### config.mk
export PLATFORM = sky130hd
export DESIGN_NAME = l1_d_l2_bridge
export DESIGN_NICKNAME = d
export VERILOG_FILES = /design/src/rtl/l1_d_l2_bridge.sv
export SDC_FILE = /design/constraint.sdc
export NUM_CORES = 2
export LEC_CHECK = 0
export ABC_AREA = 1
export CAP_MARGIN = 30
export CORE_AREA = 5 5 531 533
export DETAILED_ROUTE_END_ITERATION = 8
export DIE_AREA = 0 0 536 538
export PLACE_DENSITY_LB_ADDON = 0.05
export SLEW_MARGIN = 25
export SYNTH_ARGS = -nofsm -noshare
export SYNTH_HDL_FRONTEND = slang
export SYNTH_SLANG_ARGS = --single-unit
### constraint.sdc
create_clock -name clk -period 1.96 [get_ports clk]
set_input_delay 0.49 -clock clk [delete_from_list [all_inputs] [get_ports clk]]
set_output_delay 0.49 -clock clk [all_outputs]
set_load 0.02 [all_outputs]
### src/rtl/l1_d_l2_bridge.sv
// l1_d_l2_bridge: splits L1 line requests (refill / dirty write-back) into BUS_BITS beats on
// the L2 memory bus and reassembles refill beats into a full line.
// Optional build macro: L1_L2_PERF_CNT_EN adds saturating rd_cnt / wb_cnt transaction counters.
module l1_d_l2_bridge #(
  parameter int unsigned LINE_BITS   = 512,
  parameter int unsigned BUS_BITS    = 128,
  parameter int unsigned TAG_BITS    = 21,
  parameter int unsigned INDEX_BITS  = 5,
  parameter int unsigned OFFSET_BITS = 6
) (
  input  logic                  clk,
  input  logic                  nrst,
  input  logic                  read_L1_L2,
  input  logic                  write_L1_L2,
  input  logic [INDEX_BITS-1:0] index_L1_L2,
  input  logic [TAG_BITS-1:0]   tag_L1_L2,
  input  logic [TAG_BITS-1:0]   write_tag_L1_L2,
  input  logic [LINE_BITS-1:0]  write_data_L1_L2,
  output logic                  ready_L2_L1,
  output logic [LINE_BITS-1:0]  read_data_L2_L1,
  output logic                  mem_req,
  output logic                  mem_we,
  output logic [31:0]           mem_addr,
  output logic [BUS_BITS-1:0]   mem_wdata,
  input  logic                  mem_ack,
  input  logic [BUS_BITS-1:0]   mem_rdata
`ifdef L1_L2_PERF_CNT_EN
  ,
  output logic [31:0]           rd_cnt,
  output logic [31:0]           wb_cnt
`endif
);

  localparam int unsigned BEATS  = LINE_BITS / BUS_BITS;
  localparam int unsigned BEAT_W = (BEATS > 1) ? $clog2(BEATS) : 1;
  localparam int unsigned BYTE_W = $clog2(BUS_BITS / 8);

  typedef enum logic [1:0] {StIdle, StXfer, StDone} state_t;

  state_t                  state;
  logic [BEAT_W-1:0]       beat;
  logic [TAG_BITS-1:0]     tag_lat;
  logic [INDEX_BITS-1:0]   index_lat;
  logic [LINE_BITS-1:0]    line_buf;
  logic [BEAT_W-1:0]       next_beat;
  logic [BUS_BITS-1:0]     next_slice;
  logic                    last_beat;

  // Beat byte address: line address with the beat number in the upper offset bits.
  function automatic logic [31:0] beat_addr(input logic [TAG_BITS-1:0]   t,
                                            input logic [INDEX_BITS-1:0] i,
                                            input logic [BEAT_W-1:0]     b);
    logic [OFFSET_BITS-1:0] off;
    off = OFFSET_BITS'({b, {BYTE_W{1'b0}}});
    return {t, i, off};
  endfunction

  // Next beat number and the victim slice it will drive.
  always_comb begin
    next_beat  = beat + BEAT_W'(1);
    last_beat  = (beat == BEAT_W'(BEATS - 1));
    next_slice = '0;
    for (int b = 0; b < BEATS; b++) begin
      if (next_beat == BEAT_W'(b)) next_slice = line_buf[b*BUS_BITS +: BUS_BITS];
    end
  end

  // Transfer FSM with registered bus and L1-side outputs.
  always_ff @(posedge clk or negedge nrst) begin
    if (!nrst) begin
      state           <= StIdle;
      beat            <= '0;
      tag_lat         <= '0;
      index_lat       <= '0;
      line_buf        <= '0;
      ready_L2_L1     <= 1'b0;
      read_data_L2_L1 <= '0;
      mem_req         <= 1'b0;
      mem_we          <= 1'b0;
      mem_addr        <= '0;
      mem_wdata       <= '0;
`ifdef L1_L2_PERF_CNT_EN
      rd_cnt          <= '0;
      wb_cnt          <= '0;
`endif
    end else begin
      unique case (state)
        StIdle: begin
          // Write-back wins over a simultaneous refill; the read stays pending upstream.
          if (write_L1_L2) begin
            tag_lat   <= write_tag_L1_L2;
            index_lat <= index_L1_L2;
            line_buf  <= write_data_L1_L2;
            beat      <= '0;
            mem_req   <= 1'b1;
            mem_we    <= 1'b1;
            mem_addr  <= beat_addr(write_tag_L1_L2, index_L1_L2, '0);
            mem_wdata <= write_data_L1_L2[BUS_BITS-1:0];
            state     <= StXfer;
          end else if (read_L1_L2) begin
            tag_lat   <= tag_L1_L2;
            index_lat <= index_L1_L2;
            beat      <= '0;
            mem_req   <= 1'b1;
            mem_we    <= 1'b0;
            mem_addr  <= beat_addr(tag_L1_L2, index_L1_L2, '0);
            mem_wdata <= '0;
            state     <= StXfer;
          end
        end
        StXfer: begin
          if (mem_req && mem_ack) begin
            if (!mem_we) begin
              for (int b = 0; b < BEATS; b++) begin
                if (beat == BEAT_W'(b)) read_data_L2_L1[b*BUS_BITS +: BUS_BITS] <= mem_rdata;
              end
            end
            if (last_beat) begin
              mem_req     <= 1'b0;
              beat        <= '0;
              ready_L2_L1 <= 1'b1;
              state       <= StDone;
            end else begin
              beat      <= next_beat;
              mem_addr  <= beat_addr(tag_lat, index_lat, next_beat);
              mem_wdata <= mem_we ? next_slice : '0;
            end
          end
        end
        StDone: begin
          ready_L2_L1 <= 1'b0;
          state       <= StIdle;
`ifdef L1_L2_PERF_CNT_EN
          if (mem_we) begin
            if (wb_cnt != 32'hFFFF_FFFF) wb_cnt <= wb_cnt + 32'd1;
          end else begin
            if (rd_cnt != 32'hFFFF_FFFF) rd_cnt <= rd_cnt + 32'd1;
          end
`endif
        end
        default: state <= StIdle;
      endcase
    end
  end

endmodule

[Word level (Yosys, flattened, before mapping)]
Index checks and enable logic that the tools add are counted.
Operators by class
  add/subtract/negate cells: 1
  equality and inequality tests: 12
  mux-type cells: 39
  bitwise operators: 1
  reduce and logical (&&, ||, !) cells: 18
Operators with widths (count)
  128-bit two-way mux: 9
  128-bit one-hot mux with 2 select lines: 1
  32-bit two-way mux: 4
  32-bit one-hot mux with 2 select lines: 1
  21-bit two-way mux: 2
  4-bit AND reduction: 6
  2-bit two-way mux: 8
  2-bit equality test, second input constant: 5
  5-bit two-way mux: 2
  3-bit AND reduction: 3
  1-bit two-way mux: 8
  2-bit one-hot mux with 2 select lines: 2
  2-bit by 1-bit equality test with 1-bit output, second input constant: 3
  2-bit logical NOT: 3
  2-bit != test, second input constant: 3
  2-bit nonzero test: 3
  1-bit one-hot mux with 2 select lines: 2
  2-bit AND reduction: 2
  3-bit != test, second input constant: 1
  2-bit by 1-bit adder with 2-bit output, second input constant: 1
  1-bit logical AND: 1
  1-bit NOT: 1
Storage, ports and cells
  register bits after elaboration: 1217
  bits of input ports: 692

[Logic depth before layout (Yosys ltp)]
  depth in word-level cells: 10
  gate-level depth with buffers: 10
  gate-level depth less buffers: 8

[Least setup slack after synthesis]
OpenSTA, ideal clock, no wires.
  path type: reg2reg
  from: reg beat[0]
  to: reg mem_wdata[100]
  library setup time: 122 ps
  arrival: 1615 ps
  slack: 223 ps
  cell stages (with the launch flop): 11
  period minus slack after synthesis: 1737 ps
  cells stage by stage: dfrtp_1 -> inv_1 -> ha_1 -> inv_1 -> clkbuf_1 -> clkbuf_1 -> nand2_1 -> nand3_1 -> nand2_1 -> nand2_1 -> a21oi_1
On the way
  word-level cells in the longest chain between the ends: 10
  elaborated cells on any way between the ends: 16
  classes of those cells: add/sub: 1; eq/ne: 5; mux: 8; reduce/logical: 2
Ends and longest elaborated chain
  start: declaration: RTL line 41  | logic [BEAT_W-1:0] beat;
  start signal: assignment: RTL line 124  | beat <= next_beat;
  2-bit by 1-bit adder with 2-bit output: RTL line 60  | next_beat = beat + BEAT_W'(1);
  2-bit logical NOT: RTL line 64  | if (next_beat == BEAT_W'(b)) next_slice = line_buf[b*BUS_BITS +: BUS_BITS];
  128-bit two-way mux (4 in series): RTL line 64
  128-bit two-way mux: RTL line 126  | mem_wdata <= mem_we ? next_slice : '0;
  128-bit two-way mux: RTL line 118  | if (last_beat) begin
  128-bit two-way mux: RTL line 112  | if (mem_req && mem_ack) begin
  128-bit one-hot mux with 2 select lines: RTL line 87  | unique case (state)
  end signal: assignment: RTL line 98  | mem_wdata <= write_data_L1_L2[BUS_BITS-1:0];
  end signal: assignment: RTL line 126
  end: declaration: RTL line 24  | output logic [BUS_BITS-1:0] mem_wdata,
Parallel ways exist; a longest one is shown, timed or not. The select of a mux whose other input is x is not followed.
A chain may end at the register's enable or synchronous reset.

[Worst setup path after layout]
  from: reg mem_wdata[30]
  to: out mem_wdata[30]
No word-level cell between the ends.

==> results.txt <==
----------------------------------------------------
[Global routing]
  Global-route wire length before repair ... 378 mm
  Grt ovf ... 0
  Overall Global Routing Usage ... 18.3%
  Number of antenna violations at the first check in global routing ... 80
  Number of global-route vias before repair ... 47500
  Largest net degree at the start of global routing ... 87

[Layout]
  Final nets ... 8269
  Fraction of final layout cells with drive strength greater than 1 ... 21.1%
  Fill cells ... 29700
  Footprint of the multi-input gates ... 0.0177 mm²
  Synthesis-to-finish area growth ... 48.7%
  Register cell area after layout ... 0.0304 mm²

[Critical path]
  FF-to-FF Start ... beat[1]
  Crit end category ... output pin
  Data required time at the worst endpoint ... 1470 ps
  Arrival time worst endpoint ... 1450 ps
  Endpoint of the worst register-to-register path ... mem_wdata[113]
  Buffers and inverters on the worst path ... 1
  Type of element launching the critical path ... flip-flop
  Flop2flop setup slack ... 100 ps
  Highest-delay cell along the critical path ... dfrtp_2
  Depth of the most critical reg-to-reg path ... 9
  Maximum fanout along the worst path ... 2
  Delay of the slowest cell on the worst path ... 480 ps
  Cells traversed along the worst timing path ... buf_6
  Crit Path Class ... flip-flop to output pin
  Delay-heaviest family, CP ... flip-flops

[Clock tree]
  CTS Buffer Depth ... 3
  Clock Sinks ... 1213
  Clock root buffer ... clkbuf_16
  Clock insertion delay at the later pin of the skew report ... 820 ps
  H-tree levels ... 4
  Num CTS Buffers ... 163
  Clock tree from TritonCTS ... built
  Clock Pin Slew Worst Setup and Hold Paths ... 50 ps

[Run]
  Max capacitance violation total ... 0

[Floorplan]
  # rows ... 193
  Core footprint ... 0.276 mm²
  DIE AREA ... 0.288 mm²
  Floorplan die width ... 536 µm
  Initial Utilization ... 19.0%
  Number of top-level pins ... 1367
  Die height ... 538 µm

[STA]
  Final total negative setup slack ... 0 ps
  Final critical-path setup slack ... 21.1 ps
  Final hold violations ... 0
  Slew at the pin closest to its max-slew limit ... 777 ps
  Headroom to the max-slew limit ... 47.7%
  Layout Skew ... 62.1 ps
  Final Cycle Share ... 98.9%
  Peak clock frequency supported by timing ... 516 MHz
  Final period demand of the worst path ... 1940 ps
  Final Hold Slack ... 154 ps
  Count of final max-slew check failures ... 0
  Unrepaired setup endpoints after global routing ... true
  Number of endpoints failing setup at the final stage ... 0

[Drt]
  Pre-Repair DR Iteration Count ... 7
  Via count ... 46000
  Detailed Route WL ... 274 mm
  Remaining routing DRC violations ... 0
  Post-detailed-route via-to-cell ratio ... 4.03
  ANT nets after route ... 0
  DR WL/cell ... 24.0 µm
  Violation count after the first detailed-route iteration ... 2654

[Logic synthesis]
  Main flop type after synthesis ... dfrtp_1
  Avg Inst Size Synth ... 8.72 µm²
  Area fraction of the dominant cell type after synthesis ... 57.9%
  Most frequent cell after synthesis ... nand2_1
  Gate Count Post-Synth ... 6009
  Post-synth EDFFs ... 0
  Synth unique cells ... 29
  Cell types occupying the most area after synthesis ... dfrtp_1, nand2_1, mux2_2
  Syn Std Cell Area ... 0.0524 mm²
  Cell type with the largest total area after synthesis ... dfrtp_1
  Post-synthesis register bit count ... 1213
  Seq/Total Area, Yosys ... 57.9%
  Number of warnings reported in the yosys synthesis log ... 0
  Leading post-synthesis cells by instance count ... nand2_1, dfrtp_1, inv_1
  Async SR Flop Fraction ... 100%

[Status]
  Status ... completed

[Placed design]
  Pre-CTS setup slack ... -347 ps
  Number of I/O port buffers ... 1362
  Gpl congestion ... 0.791
  Post-detail-place hpwl ... 209 mm

[Power]
  Lkg Pwr ... 0.0389 µW
  Power per unit of standard cell area ... 1820 mW/mm²
  Worst vdd rail ir drop ... 0.000794 V

[Worst hold path]
  Min-delay worst type ... input port to asynchronous set/reset pin

----------------------------------------------------
## worst max-delay path by stage
| stage | from | to | depth (start not counted) |
|---|---|---|---|
| 6_report | mem_wdata[30] | mem_wdata[30] | 1 |
| 5_1_grt | mem_wdata[30] | mem_wdata[30] | 1 |
| 4_1_cts | mem_wdata[30] | mem_wdata[30] | 1 |
| 3_5_place_dp | mem_ack | mem_wdata[83] | 8 |
| 3_3_place_gp | read_L1_L2 | mem_wdata[88] | 8 |
| 2_1_floorplan | beat[0] | mem_wdata[100] | 10 |
## layer usage
metal	wire length, µm	part of all wire, %	track usage [%]
met5	220	0.080	0
met4	7420	2.7	5.09
met3	17800	6.5	5.01
met2	132000	48	30.8
met1	116000	43	23.0
## area by class of cell
cell class	count	area share, %
Tap cell	3705	5.95
Clock inverter	34	0.583
Timing Repair Buffer	1768	22.1
Antenna cell	20	0.0642
Multi-Input combinational cell	3723	22.7
Clock buffer	250	6.13
Inverter	701	3.41
Sequential cell	1213	39.0
## placed cells by master (no fill, tap or decap), drive strengths merged, types with 2 or more instances in the layout
master         synthesis  layout
a21oi                386     386
buf                  266    1073
bufinv                 0       4
clkbuf               109     254
clkdlybuf4s50          0     689
clkinv                 0      24
clkinvlp               0       2
conb                   1       4
dfrtp               1213    1213
diode                  0      20
ha                     7       7
inv                  701     705
mux2                 256     256
nand2               1570    1570
nand3                134     134
nor2                 645     645
o21ai                717     717
## flip-flops by register name, indices dropped and copies added, names as in the netlist, 2 cells and up
name,flops
line_buf,512
read_data_L2_L1,512
mem_wdata,128
mem_addr,28
tag_lat,21
index_lat,5
beat,2
state,2
## per-stage QoR
step / util (%) / instance area (µm²) / cells / total power [µW]
floorplan: - / 52400 / 6012 / 77200
global placement: 26.5 / 73000 / 11000 / 113000
detailed placement: 26.5 / 73000 / 11000 / 114000
CTS: 28.1 / 77600 / 11400 / 144000
global route: 28.2 / 77900 / 11400 / 152000
finish: 28.2 / 77900 / 11400 / 142000
## where the power goes
part	switching, µW	internal [µW]
sequential	7030	37000
combinational	41000	27000
clock	12400	17300
total	60400	81200
## logic make-up after synthesis
kind of cell	Yosys count	synth area share [%]
AND/OR/NAND/NOR	2350	17.3
flip-flops	1213	57.9
AO/OA/AOI/OAI	1106	10.6
buffers and inverters	1076	8.51
multiplexers	256	5.50
adder cells (fa/ha/maj)	7	0.167
other	1	0.00716
## what timing repair did
action,in CTS,in global routing
hold endpoints to repair,398,0
gates resized for setup,3614,32
hold buffers,1,0
buffers inserted,49,13
cloned,2,4
pin swaps,2,3
endpoints found under the setup margin,768,148
Note: power is estimated with default switching activity, not from simulation.
